--- config.mk ---
export PLATFORM = sky130hd
export DESIGN_NAME = vector_strided_lsu
export DESIGN_NICKNAME = d
export VERILOG_FILES = /design/src/rtl/vector_strided_lsu.sv
export SDC_FILE = /design/constraint.sdc
export NUM_CORES = 1
export LEC_CHECK = 0
export CORE_AREA = 4 4 281 283
export CTS_BUF_LIST = sky130_fd_sc_hd__clkbuf_8
export CTS_CLUSTER_SIZE = 25
export DETAILED_ROUTE_END_ITERATION = 10
export DIE_AREA = 0 0 285 287
export GPL_TIMING_DRIVEN = 0
export HOLD_SLACK_MARGIN = 0.12
export PLACE_DENSITY = 0.58
export SYNTH_ARGS = -nofsm -noshare
export SYNTH_HDL_FRONTEND = slang
export SYNTH_SLANG_ARGS = --single-unit
--- constraint.sdc ---
create_clock -name clk_i -period 6.41 [get_ports clk_i]
set_input_delay 1.282 -clock clk_i [delete_from_list [all_inputs] [get_ports clk_i]]
set_output_delay 1.282 -clock clk_i [all_outputs]
set_load 0.02 [all_outputs]
--- src/rtl/vector_strided_lsu.sv ---
// rtl/vector_strided_lsu.sv - strided, masked vector load/store engine issuing LANES elements per memory beat
// Moves one vector register between the VRF and a LANES-wide valid/ready data-memory port.
module vector_strided_lsu #(
  parameter int VLEN       = 128,
  parameter int ELEN       = 32,
  parameter int LANES      = 4,
  parameter int ADDR_WIDTH = 32,
  parameter int NELEM      = VLEN / ELEN,
  parameter int VLW        = $clog2(NELEM) + 1
) (
  input  logic                        clk_i,
  input  logic                        rst_i,
  input  logic                        start_i,
  input  logic                        is_store_i,
  input  logic [ADDR_WIDTH-1:0]       base_i,
  input  logic [ADDR_WIDTH-1:0]       stride_i,
  input  logic [VLW-1:0]              vl_i,
  input  logic [NELEM-1:0]            mask_i,
  input  logic [VLEN-1:0]             vs3_i,
  output logic                        busy_o,
  output logic                        done_o,
  output logic [VLEN-1:0]             vd_data_o,
  output logic [NELEM-1:0]            vd_we_o,
  output logic                        mem_req_o,
  output logic                        mem_we_o,
  output logic [LANES-1:0]            mem_lane_en_o,
  output logic [LANES*ADDR_WIDTH-1:0] mem_addr_o,
  output logic [LANES*ELEN-1:0]       mem_wdata_o,
  input  logic                        mem_ready_i,
  input  logic                        mem_rvalid_i,
  input  logic [LANES*ELEN-1:0]       mem_rdata_i
);
  localparam int EW = VLW + 1;

  typedef enum logic [1:0] {IDLE, REQ, RWAIT, DONE} state_e;

  state_e                      state_q, state_d;
  logic                        setup_q, setup_d;
  logic                        is_store_q, is_store_d;
  logic [VLW-1:0]              vl_q, vl_d;
  logic [NELEM-1:0]            mask_q, mask_d;
  logic [ADDR_WIDTH-1:0]       stride_q, stride_d;
  logic [ADDR_WIDTH-1:0]       bb_q, bb_d;
  logic [EW-1:0]               e0_q, e0_d;
  logic [ELEN-1:0]             buf_q [NELEM];
  logic [ELEN-1:0]             buf_d [NELEM];
  logic                        mem_req_q, mem_req_d;
  logic                        mem_we_q, mem_we_d;
  logic [LANES-1:0]            en_q, en_d;
  logic [LANES*ADDR_WIDTH-1:0] addr_q, addr_d;
  logic [LANES*ELEN-1:0]       wdata_q, wdata_d;

  logic [EW-1:0]               adv_e0, beat_e0;
  logic [ADDR_WIDTH-1:0]       adv_bb, beat_bb;
  logic [LANES-1:0]            beat_en;
  logic [LANES*ADDR_WIDTH-1:0] beat_addr;
  logic [LANES*ELEN-1:0]       beat_wdata;
  logic                        advance, load_beat;

  // The setup cycle after start loads beat 0; every later load is the beat after the current one.
  assign adv_e0  = e0_q + EW'(LANES);
  assign adv_bb  = bb_q + ADDR_WIDTH'(LANES) * stride_q;
  assign beat_e0 = setup_q ? e0_q : adv_e0;
  assign beat_bb = setup_q ? bb_q : adv_bb;

  always_comb begin
    beat_en    = '0;
    beat_addr  = '0;
    beat_wdata = '0;
    for (int i = 0; i < LANES; i++) begin
      beat_addr[i*ADDR_WIDTH +: ADDR_WIDTH] = beat_bb + ADDR_WIDTH'(i) * stride_q;
      if (int'(beat_e0) + i < NELEM) begin
        beat_wdata[i*ELEN +: ELEN] = buf_q[int'(beat_e0) + i];
        beat_en[i] = mask_q[int'(beat_e0) + i] && (int'(beat_e0) + i < int'(vl_q));
      end
    end
  end

  always_comb begin
    state_d    = state_q;
    setup_d    = setup_q;
    is_store_d = is_store_q;
    vl_d       = vl_q;
    mask_d     = mask_q;
    stride_d   = stride_q;
    bb_d       = bb_q;
    e0_d       = e0_q;
    buf_d      = buf_q;
    mem_req_d  = mem_req_q;
    mem_we_d   = mem_we_q;
    en_d       = en_q;
    addr_d     = addr_q;
    wdata_d    = wdata_q;
    advance    = 1'b0;
    load_beat  = 1'b0;
    case (state_q)
      IDLE: begin
        if (start_i) begin
          state_d    = REQ;
          setup_d    = 1'b1;
          is_store_d = is_store_i;
          vl_d       = vl_i;
          mask_d     = mask_i;
          stride_d   = stride_i;
          bb_d       = base_i;
          e0_d       = '0;
          for (int j = 0; j < NELEM; j++) buf_d[j] = vs3_i[j*ELEN +: ELEN];
        end
      end
      REQ: begin
        if (setup_q) begin
          setup_d = 1'b0;
          if (vl_q == '0) state_d = DONE;
          else            load_beat = 1'b1;
        end else if (!mem_req_q) begin
          advance = 1'b1;
        end else if (mem_ready_i) begin
          if (is_store_q) begin
            advance = 1'b1;
          end else begin
            state_d   = RWAIT;
            mem_req_d = 1'b0;
            mem_we_d  = 1'b0;
          end
        end
      end
      RWAIT: begin
        if (mem_rvalid_i) begin
          for (int i = 0; i < LANES; i++)
            if (en_q[i]) buf_d[int'(e0_q) + i] = mem_rdata_i[i*ELEN +: ELEN];
          advance = 1'b1;
        end
      end
      DONE:    state_d = IDLE;
      default: state_d = IDLE;
    endcase
    if (advance) begin
      e0_d = adv_e0;
      bb_d = adv_bb;
      if (adv_e0 >= EW'(vl_q)) begin
        state_d   = DONE;
        mem_req_d = 1'b0;
        mem_we_d  = 1'b0;
        en_d      = '0;
      end else begin
        state_d   = REQ;
        load_beat = 1'b1;
      end
    end
    // A fully masked beat loads with mem_req low and is skipped on the following cycle.
    if (load_beat) begin
      mem_req_d = |beat_en;
      mem_we_d  = is_store_q & (|beat_en);
      en_d      = beat_en;
      addr_d    = beat_addr;
      wdata_d   = beat_wdata;
    end
  end

  always_ff @(posedge clk_i) begin
    if (rst_i) begin
      state_q    <= IDLE;
      setup_q    <= 1'b0;
      is_store_q <= 1'b0;
      vl_q       <= '0;
      mask_q     <= '0;
      stride_q   <= '0;
      bb_q       <= '0;
      e0_q       <= '0;
      for (int j = 0; j < NELEM; j++) buf_q[j] <= '0;
      mem_req_q  <= 1'b0;
      mem_we_q   <= 1'b0;
      en_q       <= '0;
      addr_q     <= '0;
      wdata_q    <= '0;
    end else begin
      state_q    <= state_d;
      setup_q    <= setup_d;
      is_store_q <= is_store_d;
      vl_q       <= vl_d;
      mask_q     <= mask_d;
      stride_q   <= stride_d;
      bb_q       <= bb_d;
      e0_q       <= e0_d;
      for (int j = 0; j < NELEM; j++) buf_q[j] <= buf_d[j];
      mem_req_q  <= mem_req_d;
      mem_we_q   <= mem_we_d;
      en_q       <= en_d;
      addr_q     <= addr_d;
      wdata_q    <= wdata_d;
    end
  end

  assign busy_o        = (state_q != IDLE);
  assign done_o        = (state_q == DONE);
  assign mem_req_o     = mem_req_q;
  assign mem_we_o      = mem_we_q;
  assign mem_lane_en_o = en_q;
  assign mem_addr_o    = addr_q;
  assign mem_wdata_o   = wdata_q;

  always_comb begin
    vd_data_o = '0;
    vd_we_o   = '0;
    if (state_q == DONE) begin
      for (int j = 0; j < NELEM; j++) begin
        vd_data_o[j*ELEN +: ELEN] = buf_q[j];
        vd_we_o[j] = ~is_store_q & (j < int'(vl_q)) & mask_q[j];
      end
    end
  end
endmodule

Word level (Yosys, flattened, before mapping)
Cells that the tools add are included.
{"block": "word_totals", "reg_bits": 469, "inputBits": 333, "elab_cells": 217}
{"block": "op_classes", "add_sub_neg": 11, "multipliers": 1, "n_lt_le_gt_ge": 29, "eq_ne": 10, "muxes": 106, "bitwise_logic": 18, "n_reduce_logical": 25}
{"operator": "128-bit two-way mux", "count": 13}
{"operator": "32-bit two-way mux", "count": 20}
{"operator": "128-bit bitwise mux", "count": 4}
{"operator": "32-bit binary-select mux with 2-bit select", "count": 4}
{"operator": "32-bit demux with 2-bit select", "count": 4}
{"operator": "32-bit by 3-bit >= comparator with 1-bit output, second input constant", "count": 8}
{"operator": "128-bit one-hot mux with 2 select lines", "count": 1}
{"operator": "32-bit by 4-bit < comparator with 1-bit output, second input constant", "count": 6}
{"operator": "32-bit adder", "count": 4}
{"operator": "32-bit by 1-bit < comparator with 1-bit output, second input constant", "count": 4}
{"operator": "32-bit NOT", "count": 3}
{"operator": "5-bit NOT with 32-bit output", "count": 3}
{"operator": "4-bit NOT with 32-bit output", "count": 2}
{"operator": "1-bit two-way mux", "count": 37}
{"operator": "2-bit by 32-bit multiplier with 32-bit output, first input constant", "count": 1}
{"operator": "4-bit two-way mux", "count": 8}
{"operator": "4-bit by 2-bit adder with 5-bit output, second input constant", "count": 4}
{"operator": "2-bit two-way mux", "count": 8}
{"operator": "4-bit inequality test, second input constant", "count": 4}
{"operator": "5-bit by 3-bit < comparator with 1-bit output", "count": 3}
{"operator": "2-bit nonzero test", "count": 7}
{"operator": "4-bit by 1-bit adder with 5-bit output, second input constant", "count": 2}
{"operator": "1-bit AND", "count": 9}
{"operator": "1-bit binary-select mux with 2-bit select", "count": 4}
{"operator": "other kinds (21)", "count": 37}

Depth between registers and ports, before layout
Gate-level depths: netlist (run 1).
{"block": "depth", "depth_word": 21, "mapped_depth": 22, "mapped_depth_nobuf": 22}

Worst setup path before layout (run 1)
Ideal clock, no wire load.
{"block": "synth_timing", "path_type": "register to register", "startpoint": "register stride_q[0]", "endpoint": "register addr_q[127], in the netlist mem_addr_o[127]", "setup_time_ps": 122, "t_arrival_ps": 5127, "setup_slack_ps": 1161, "path_stages_with_launch": 22, "path_cell_list": "dfxtp_1 -> ha_1 -> fa_1 -> a211oi_1 -> o21ai_1 -> and3_1 -> a41o_1 -> a21o_1 -> a21oi_1 -> xor2_1 -> o21ai_1 -> fa_1 -> ha_1 -> nand2_1 -> nor4_1 -> nand2_1 -> a21oi_1 -> o21ai_1 -> a211o_1 -> and3_1 -> o211a_1 -> a311o_1"}
{"block": "synth_via", "elab_chain_len": 3}
{"element": "from (decl)", "line": "42", "rtl": "logic [ADDR_WIDTH-1:0] stride_q, stride_d;"}
{"element": "from (signal assigned)", "line": "182", "rtl": "stride_q <= stride_d;"}
{"element": "32-bit adder", "line": "62", "rtl": "assign adv_bb = bb_q + ADDR_WIDTH'(LANES) * stride_q;"}
{"element": "32-bit two-way mux", "line": "64", "rtl": "assign beat_bb = setup_q ? bb_q : adv_bb;"}
{"element": "via beat_addr[16]", "line": "56", "rtl": "logic [LANES*ADDR_WIDTH-1:0] beat_addr;"}
{"element": "32-bit adder", "line": "71", "rtl": "beat_addr[i*ADDR_WIDTH +: ADDR_WIDTH] = beat_bb + ADDR_WIDTH'(i) * stride_q;"}
{"element": "to (signal assigned)", "line": "189", "rtl": "addr_q <= addr_d;"}
{"element": "to (decl)", "line": "50", "rtl": "logic [LANES*ADDR_WIDTH-1:0] addr_q, addr_d;"}
The timed path passes the listed nets, and every way through them passes these cells.
A chain may end at the register's enable or synchronous reset.

Worst setup path after layout (run 1)
{"block": "layout_timing", "startpoint": "register stride_q[12]", "endpoint": "register addr_q[127], in the netlist mem_addr_o[127]"}
The elaborated chain is that of the path after synthesis.

==> impl_summary.txt, run 1 <==
----------------------------------------------------
[Timing]
  Final cycle utilization of the critical path ... 95.6%
  Final number of hold-violating endpoints ... 0
  Headroom to the max-slew limit ... 8.14%
  Achievable frequency ... 163 MHz
  Total negative slack ... 0 ns
  Final period demand of the worst path ... 6.13 ns
  Setup repair after global routing missed its margin ... true
  Slew at the pin with the worst max-slew slack ... 1.36 ns
  Setup Viol. Count Final ... 0
  Max-slew violations ... 0
  Clk_skew ... 0.0470 ns

[Synth]
  Sequential cell area fraction in the yosys report ... 36.6%
  Flops & latches, synth ... 465
  Post-synthesis area per instance ... 7.76 um^2
  Post-synth EDFFs ... 0
  Synthesized instance count ... 3276
  Nets in the synthesized netlist ... 3771
  Total number of yosys warnings ... 0
  Proportion of synthesized flip-flops having asynchronous set or reset ... 0%
  Most used flip-flop cell after synthesis ... sky130_fd_sc_hd__dfxtp_1
  Number of unique standard cell types used by synthesis ... 76
  Post-synthesis instance area ... 25400 um^2

[Setup path]
  Arr. time, crit path ... 6.72 ns
  Worst path max stage delay ... around 0.71 ns
  Kind of capture point of the worst setup path ... register
  Start-to-end type of the worst setup path ... register to register
  Cell with the largest stage delay on the worst path ... sky130_fd_sc_hd__dfxtp_1
  Worst path cell trace ... ha_1, and4_1, and4_1, a21oi_1, nand2_1, a31oi_1, xor2_1, o21ai_2, fa_1, ha_1, nand3_1, nor4_2, nand2_1, a21oi_1, o21ai_1, a211o_1, and3_1, o211a_1, a311o_1
  Startpoint type of the worst setup path ... register
  Critical path fanouts, max ... 6
  Endpoint required time on the critical path ... 7.00 ns

[Clock network]
  TritonCTS Buffers ... between 80 and 90
  Clock Tree Buf Depth ... 3
  Count of hold buffers inserted by post-cts repair ... 0
  Worst-Skew Late Latency ... between 0.7 and 0.8 ns
  Number of levels the H-tree was split into ... 3
  Clock sink total ... approximately 470
  Register clock-pin slew on the reported worst setup and hold paths ... 0.06 ns
  CTS tree ... yes
  Clk Tree Root Cell ... sky130_fd_sc_hd__clkbuf_8

[Floorplan]
  Die X ... 285 um
  Count of pins on the block boundary ... around 730
  Die Ht ... 287 um
  Total Die Area ... around 82000 um^2
  Initial cell density of the core ... 33.1%
  Std cell rows ... 102
  Area of the core ... 76700 um^2

[Global route]
  Total GRT Usage ... 31.4%
  Pin count of the biggest net entering global routing ... 14
  Vias in the first global route ... between 20000 and 30000
  Initial antenna violation count ... 32
  Wire length of the first global-routing pass ... 190000 um
  Total grt overflow ... 0

[Power]
  Power per cell area ... between 400 and 500 nW/um^2
  Static Leakage ... between 10 and 15 nW
  Maximum resistive drop on vdd ... ~0.00017 V
  Overall power consumption ... between 0.01 and 0.015 W

[Run status]
  Outcome ... complete, no violations

[Layout]
  Most common cell after layout, fill and taps aside ... sky130_fd_sc_hd__clkdlybuf4s50_1
  Layout Cells excl Fill ... 5231
  # nets final ... 4589
  Most used cells in the layout excluding fill and tap cells ... sky130_fd_sc_hd__clkdlybuf4s50_1 (728), sky130_fd_sc_hd__a21oi_1 (514), sky130_fd_sc_hd__nand2_1 (478), sky130_fd_sc_hd__dfxtp_1 (463), sky130_fd_sc_hd__clkbuf_1 (206)
  Share of cells above drive strength 1 ... about 4.3%
  Area Overhead vs Synth ... 42.0%

[Placement]
  Placer congestion estimate ... 0.979
  Post-Place Cells ... 5045
  HPWL Detailed ... 109000 um
  Input/output buffers ... roughly 730

[Drt]
  Wire length after detailed routing ... 135000 um
  Average via count per standard cell ... 5.50
  Detail-routed net length per standard cell ... 25.8 um
  Number of nets still failing antenna checks after routing ... 0
  DRC violations left ... 0
  Violation count after the first detailed-route iteration ... 2723
  Via total after detailed routing ... about 29000
  Detailed Routing Iterations Pass 1 ... 6

[Run]
  Reported max-cap violation count ... 0

[Worst hold path]
  Classification of the worst-slack hold path ... register to register

----------------------------------------------------
## layout make-up
cell class / count / area (um^2)
fill: 7864 / 40600
multi-input combinational: 2525 / 15100
sequential: 465 / 9310
timing repair buffer: 731 / 7310
clock buffer: 116 / 1600
tap: 1040 / 1300
buffer: 230 / 876
clock inverter: 41 / 317
inverter: 56 / 210
antenna: 27 / 67.6
## logic make-up after synthesis
group                      after synthesis  synth area share, %
AOI/OAI and AO/OA                     1068                 24.4
xor gates and xnor gates                67                 2.37
and+or+nand+nor                       1215                 22.8
DFF                                    465                 36.6
buffers and inverters                  286                 4.27
adders and majority gates              162                 8.98
muxes                                   13                0.556
## metrics by stage
| step | hold slack, ns | area [um^2] | utilization, % | setup WS [ns] |
|---|---|---|---|---|
| after floorplan | 0.446 | 25400 | - | 1.16 |
| after global placement | 0.438 | 34000 | 44.3 | -1.09 |
| after detailed placement | 0.442 | 34000 | 44.4 | -0.966 |
| after CTS | 0.451 | 36000 | 46.9 | 0.00583 |
| after global routing | 0.468 | 36100 | 47.0 | -0.00850 |
| final | 0.449 | 36100 | 47.1 | 0.280 |
## synth_stat cells (38+ instances only)
master / number / area, um^2
sky130_fd_sc_hd__a211oi_1: 38 / 285
sky130_fd_sc_hd__a21o_1: 39 / 293
sky130_fd_sc_hd__a21oi_1: 514 / 2570
sky130_fd_sc_hd__and2_1: 139 / 870
sky130_fd_sc_hd__and3_1: 42 / 263
sky130_fd_sc_hd__clkbuf_1: 206 / 773
sky130_fd_sc_hd__dfxtp_1: 465 / 9310
sky130_fd_sc_hd__ha_1: 128 / 1600
sky130_fd_sc_hd__inv_1: 55 / 206
sky130_fd_sc_hd__nand2_1: 478 / 1790
sky130_fd_sc_hd__nand3_1: 187 / 936
sky130_fd_sc_hd__nor2_1: 178 / 668
sky130_fd_sc_hd__nor2b_1: 43 / 269
sky130_fd_sc_hd__o21ai_0: 177 / 886
sky130_fd_sc_hd__o22ai_1: 99 / 619
## what timing repair did
| action | CTS | global route |
|---|---|---|
| setup buffers | 0 | 1 |
| endpoints found under the hold margin | 0 | 0 |
| pin swaps | 0 | 1 |
| resized for setup | 7 | 12 |
| setup endpoints to repair | 11 | 8 |
## report_power, final
group	internal (W)	switching, W	leakage, nW
Clock	0.00175	0.00142	1.05
Combinational	0.00247	0.00483	8.81
Sequential	0.00342	0.000554	3.79
Total	0.00765	0.00681	13.6
## sequential cells by signal (all words and copies together) (netlist names)
register and cells:
e0_q 2, mem_lane_en_o 4, setup_q 1, mem_wdata_o 128, buf_q 128, mem_req_o 1, mem_addr_o 126, is_store_q 1
mem_we_o 1, stride_q 32, bb_q 32, state_q 2, vl_q 3, mask_q 4
## worst max-delay path: cells and delay by family, from the launching register on
family | cells | cell delay, ns
simple gates | 7 | 1.48
xor+xnor | 1 | 0.17
flops | 1 | 0.71
compound gates | 8 | 2.38
fa+ha+maj | 3 | 1.32
## path summary, 6_finish.rpt
path	depth (start not counted)	end	slack, ns	from
min	2	mem_wdata_o[113]	0.45	mem_wdata_o[113]
max reg2reg	19	mem_addr_o[127]	0.28	stride_q[12]
min reg2reg	2	mem_wdata_o[113]	0.45	mem_wdata_o[113]
max	19	mem_addr_o[127]	0.28	stride_q[12]
## layer usage
metal | share of wire (%) | vias up | wire, um | track usage, %
met4 | 3.6 | 10 | 4870 | 11.3
met2 | 44 | 1323 | 59100 | 48.2
met3 | 9.5 | 230 | 12900 | 8.18
li1 | - | 13400 | - | -
met5 | 0.051 | - | 69 | 0
met1 | 43 | 13900 | 58300 | 42.7
Note: power is estimated with default switching activity, not from simulation.
==> inputs of run 2 (changes only) <==
CORE_AREA = 4 4 286 288   (was 4 4 281 283)
CTS_BUF_LIST = default   (was sky130_fd_sc_hd__clkbuf_8)
DIE_AREA = 0 0 290 292   (was 0 0 285 287)
PLACE_DENSITY = 0.57   (was 0.58)
TNS_END_PERCENT = 50   (was default)
==> run 2 against run 1 <==
Hold slack worse by 0.0012 ns. Combinational power down 0.5%. Critical path depth stayed put. Clock power rose by 3%. Sequential share of layout area barely moved. Register-to-register slack better by 0.08 ns. Global-route usage decreased by 1.7 points. Critical path type unchanged. Wire length fell by 1.8%. Highest routed layer unchanged. Utilization fell by 1.4 points. Die area up 3.5%.
==> impl_summary.txt, run 2 (same netlist as run 1, synthesis figures left out) <==
----------------------------------------------------
[Setup path]
  Critical path fanouts, max ... 6
  Category of cells accounting for the largest share of critical-path delay ... compound AO/OA/AOI/OAI gates
  Endpoint required time on the critical path ... roughly 7 ns
  Worst path max stage delay ... 0.68 ns
  Kind of capture point of the worst setup path ... register
  Start-to-end type of the worst setup path ... register to register
  Worst path cell trace ... ha_1, and4_1, and4_1, a21oi_1, nand2_1, a31oi_1, xor2_1, o21ai_2, fa_1, ha_1, nand3_1, nor4_4, nand2_1, a21oi_1, o21ai_1, a211o_1, and3_1, o211a_1, a311o_1
  Cell with the largest stage delay on the worst path ... sky130_fd_sc_hd__dfxtp_1
  Startpoint type of the worst setup path ... register
  Arr. time, crit path ... 6.57 ns
  Number of buffers and inverters on the critical path ... 0

[Drt]
  Wire length after detailed routing ... 133000 um
  Detail-routed net length per standard cell ... 25.7 um
  Average via count per standard cell ... around 5.5
  DRC violations left ... 0
  Number of nets still failing antenna checks after routing ... 0
  Violation count after the first detailed-route iteration ... 2644
  Detailed Routing Iterations Pass 1 ... 5
  Via total after detailed routing ... 28300

[Run status]
  Outcome ... complete, no violations

[Global route]
  Total GRT Usage ... 29.7%
  Wire length of the first global-routing pass ... 188000 um
  Pin count of the biggest net entering global routing ... 16
  Initial antenna violation count ... 27
  Vias in the first global route ... 26800
  Total grt overflow ... 0

[Timing]
  Setup slack of the critical path after layout ... 0.362 ns
  Achievable frequency ... 165 MHz
  Setup repair after global routing missed its margin ... false
  Final cycle utilization of the critical path ... 94.4%
  Headroom to the max-slew limit ... 2.42%
  Max-slew violations ... 0
  Slew at the pin with the worst max-slew slack ... 1.45 ns
  Total negative slack ... 0 ns
  Final period demand of the worst path ... 6.05 ns
  Final number of hold-violating endpoints ... 0
  Setup Viol. Count Final ... 0
  Clk_skew ... about 0.041 ns

[Clock network]
  Number of levels the H-tree was split into ... 2
  Clk Tree Root Cell ... sky130_fd_sc_hd__clkbuf_16
  Register clock-pin slew on the reported worst setup and hold paths ... 0.06 ns
  Clock Tree Buf Depth ... 3
  Worst-Skew Late Latency ... 0.63 ns
  CTS tree ... yes
  TritonCTS Buffers ... 54
  Count of hold buffers inserted by post-cts repair ... 0
  Clock sink total ... 465

[Placement]
  Placer congestion estimate ... 0.987
  Input/output buffers ... 728
  Place WS ... -0.710 ns
  Area after detailed placement ... approximately 34000 um^2
  HPWL Detailed ... approximately 110000 um

[Worst hold path]
  Classification of the worst-slack hold path ... register to register

[Power]
  Maximum resistive drop on vdd ... around 0.00022 V
  Static Leakage ... 13.5 nW
  Power per cell area ... 402 nW/um^2
  Overall power consumption ... 0.0145 W

[Floorplan]
  Std cell rows ... 103
  Initial cell density of the core ... 32.2%
  Die X ... 290 um
  Area of the core ... 78900 um^2
  Total Die Area ... 84700 um^2
  Die Ht ... 292 um
  Count of pins on the block boundary ... 729

[Layout]
  Area of the multi-input gates ... between 15000 and 20000 um^2
  # nets final ... 4558
  Utilization after layout ... 45.7%
  Share of cells above drive strength 1 ... 3.00%
  Number of filler cells placed in the layout ... 8046
  Register area ... 9310 um^2
  Most used cells in the layout excluding fill and tap cells ... sky130_fd_sc_hd__clkdlybuf4s50_1 (728), sky130_fd_sc_hd__a21oi_1 (514), sky130_fd_sc_hd__nand2_1 (478), sky130_fd_sc_hd__dfxtp_1 (463), sky130_fd_sc_hd__clkbuf_1 (215)
  Area Overhead vs Synth ... 41.8%
  Total non-filler cell area in the finished layout ... 36000 um^2
  Most common cell after layout, fill and taps aside ... sky130_fd_sc_hd__clkdlybuf4s50_1

[Run]
  Reported max-cap violation count ... 0

----------------------------------------------------
## run 2: cell count changes in the layout (fill, tap and decap cells not counted), sizes merged
cell,change
bufinv,+3
clkbuf,-40
buf,-1
inv,-18
clkinvlp,+2
clkinv,-9
diode,-5
## run 2: where the power goes
group | leakage, nW | switching [W] | internal [W]
clock | 0.899 | 0.00134 | 0.00194
sequential | 3.79 | 0.000533 | 0.00342
combinational | 8.82 | 0.00480 | 0.00247
## run 2: worst reg2reg max path: stages, from the launching register on
cell	delay [ns]
sky130_fd_sc_hd__dfxtp_1	0.68
sky130_fd_sc_hd__ha_1	0.39
sky130_fd_sc_hd__and4_1	0.23
sky130_fd_sc_hd__and4_1	0.21
sky130_fd_sc_hd__a21oi_1	0.31
sky130_fd_sc_hd__nand2_1	0.16
sky130_fd_sc_hd__a31oi_1	0.29
sky130_fd_sc_hd__xor2_1	0.17
sky130_fd_sc_hd__o21ai_2	0.43
sky130_fd_sc_hd__fa_1	0.52
sky130_fd_sc_hd__ha_1	0.39
sky130_fd_sc_hd__nand3_1	0.21
sky130_fd_sc_hd__nor4_4	0.36
sky130_fd_sc_hd__nand2_1	0.09
sky130_fd_sc_hd__a21oi_1	0.23
sky130_fd_sc_hd__o21ai_1	0.21
sky130_fd_sc_hd__a211o_1	0.36
sky130_fd_sc_hd__and3_1	0.20
sky130_fd_sc_hd__o211a_1	0.22
sky130_fd_sc_hd__a311o_1	0.30
## run 2: layout make-up
| type | instances | area share, % |
|---|---|---|
| Antenna cell | 22 | 0.153 |
| Buffer | 230 | 2.43 |
| Clock buffer | 75 | 4.33 |
| Clock inverter | 19 | 0.809 |
| Inverter | 56 | 0.583 |
| Multi-Input combinational cell | 2525 | 41.9 |
| Sequential cell | 465 | 25.8 |
| Tap cell | 1050 | 3.64 |
| Timing Repair Buffer | 731 | 20.3 |
## run 2: through the flow
stage	cells	hold WS, ns
detailed placement	5055	0.443
global placement	5054	0.437
CTS	5149	0.450
global route	5164	0.467
floorplan	3276	0.446
finish	5173	0.448
## run 2: final timing paths
| path | end | slack [ns] | start | cells past startpoint |
|---|---|---|---|---|
| setup / recovery | mem_addr_o[127] | 0.36 | stride_q[12] | 19 |
| hold / removal | mem_addr_o[78] | 0.45 | mem_addr_o[78] | 2 |
| hold reg to reg | mem_addr_o[78] | 0.45 | mem_addr_o[78] | 2 |
| setup reg to reg | mem_addr_o[127] | 0.36 | stride_q[12] | 19 |
## run 2: layer usage
metal	vias to the layer above	track usage, %	routed length [um]
met5	-	0	102
met4	16	12.7	5960
met3	253	8.18	12700
met2	1280	45.5	58200
met1	13500	39.3	55800
li1	13300	-	-
## run 2: timing repair
| item | CTS | global route |
|---|---|---|
| endpoints found under the setup margin | 10 | 13 |
| gates cloned | 0 | 0 |
| buffers inserted | 0 | 1 |
| gates resized for setup | 6 | 14 |
| pin swaps | 0 | 1 |
| hold endpoints to repair | 0 | 0 |
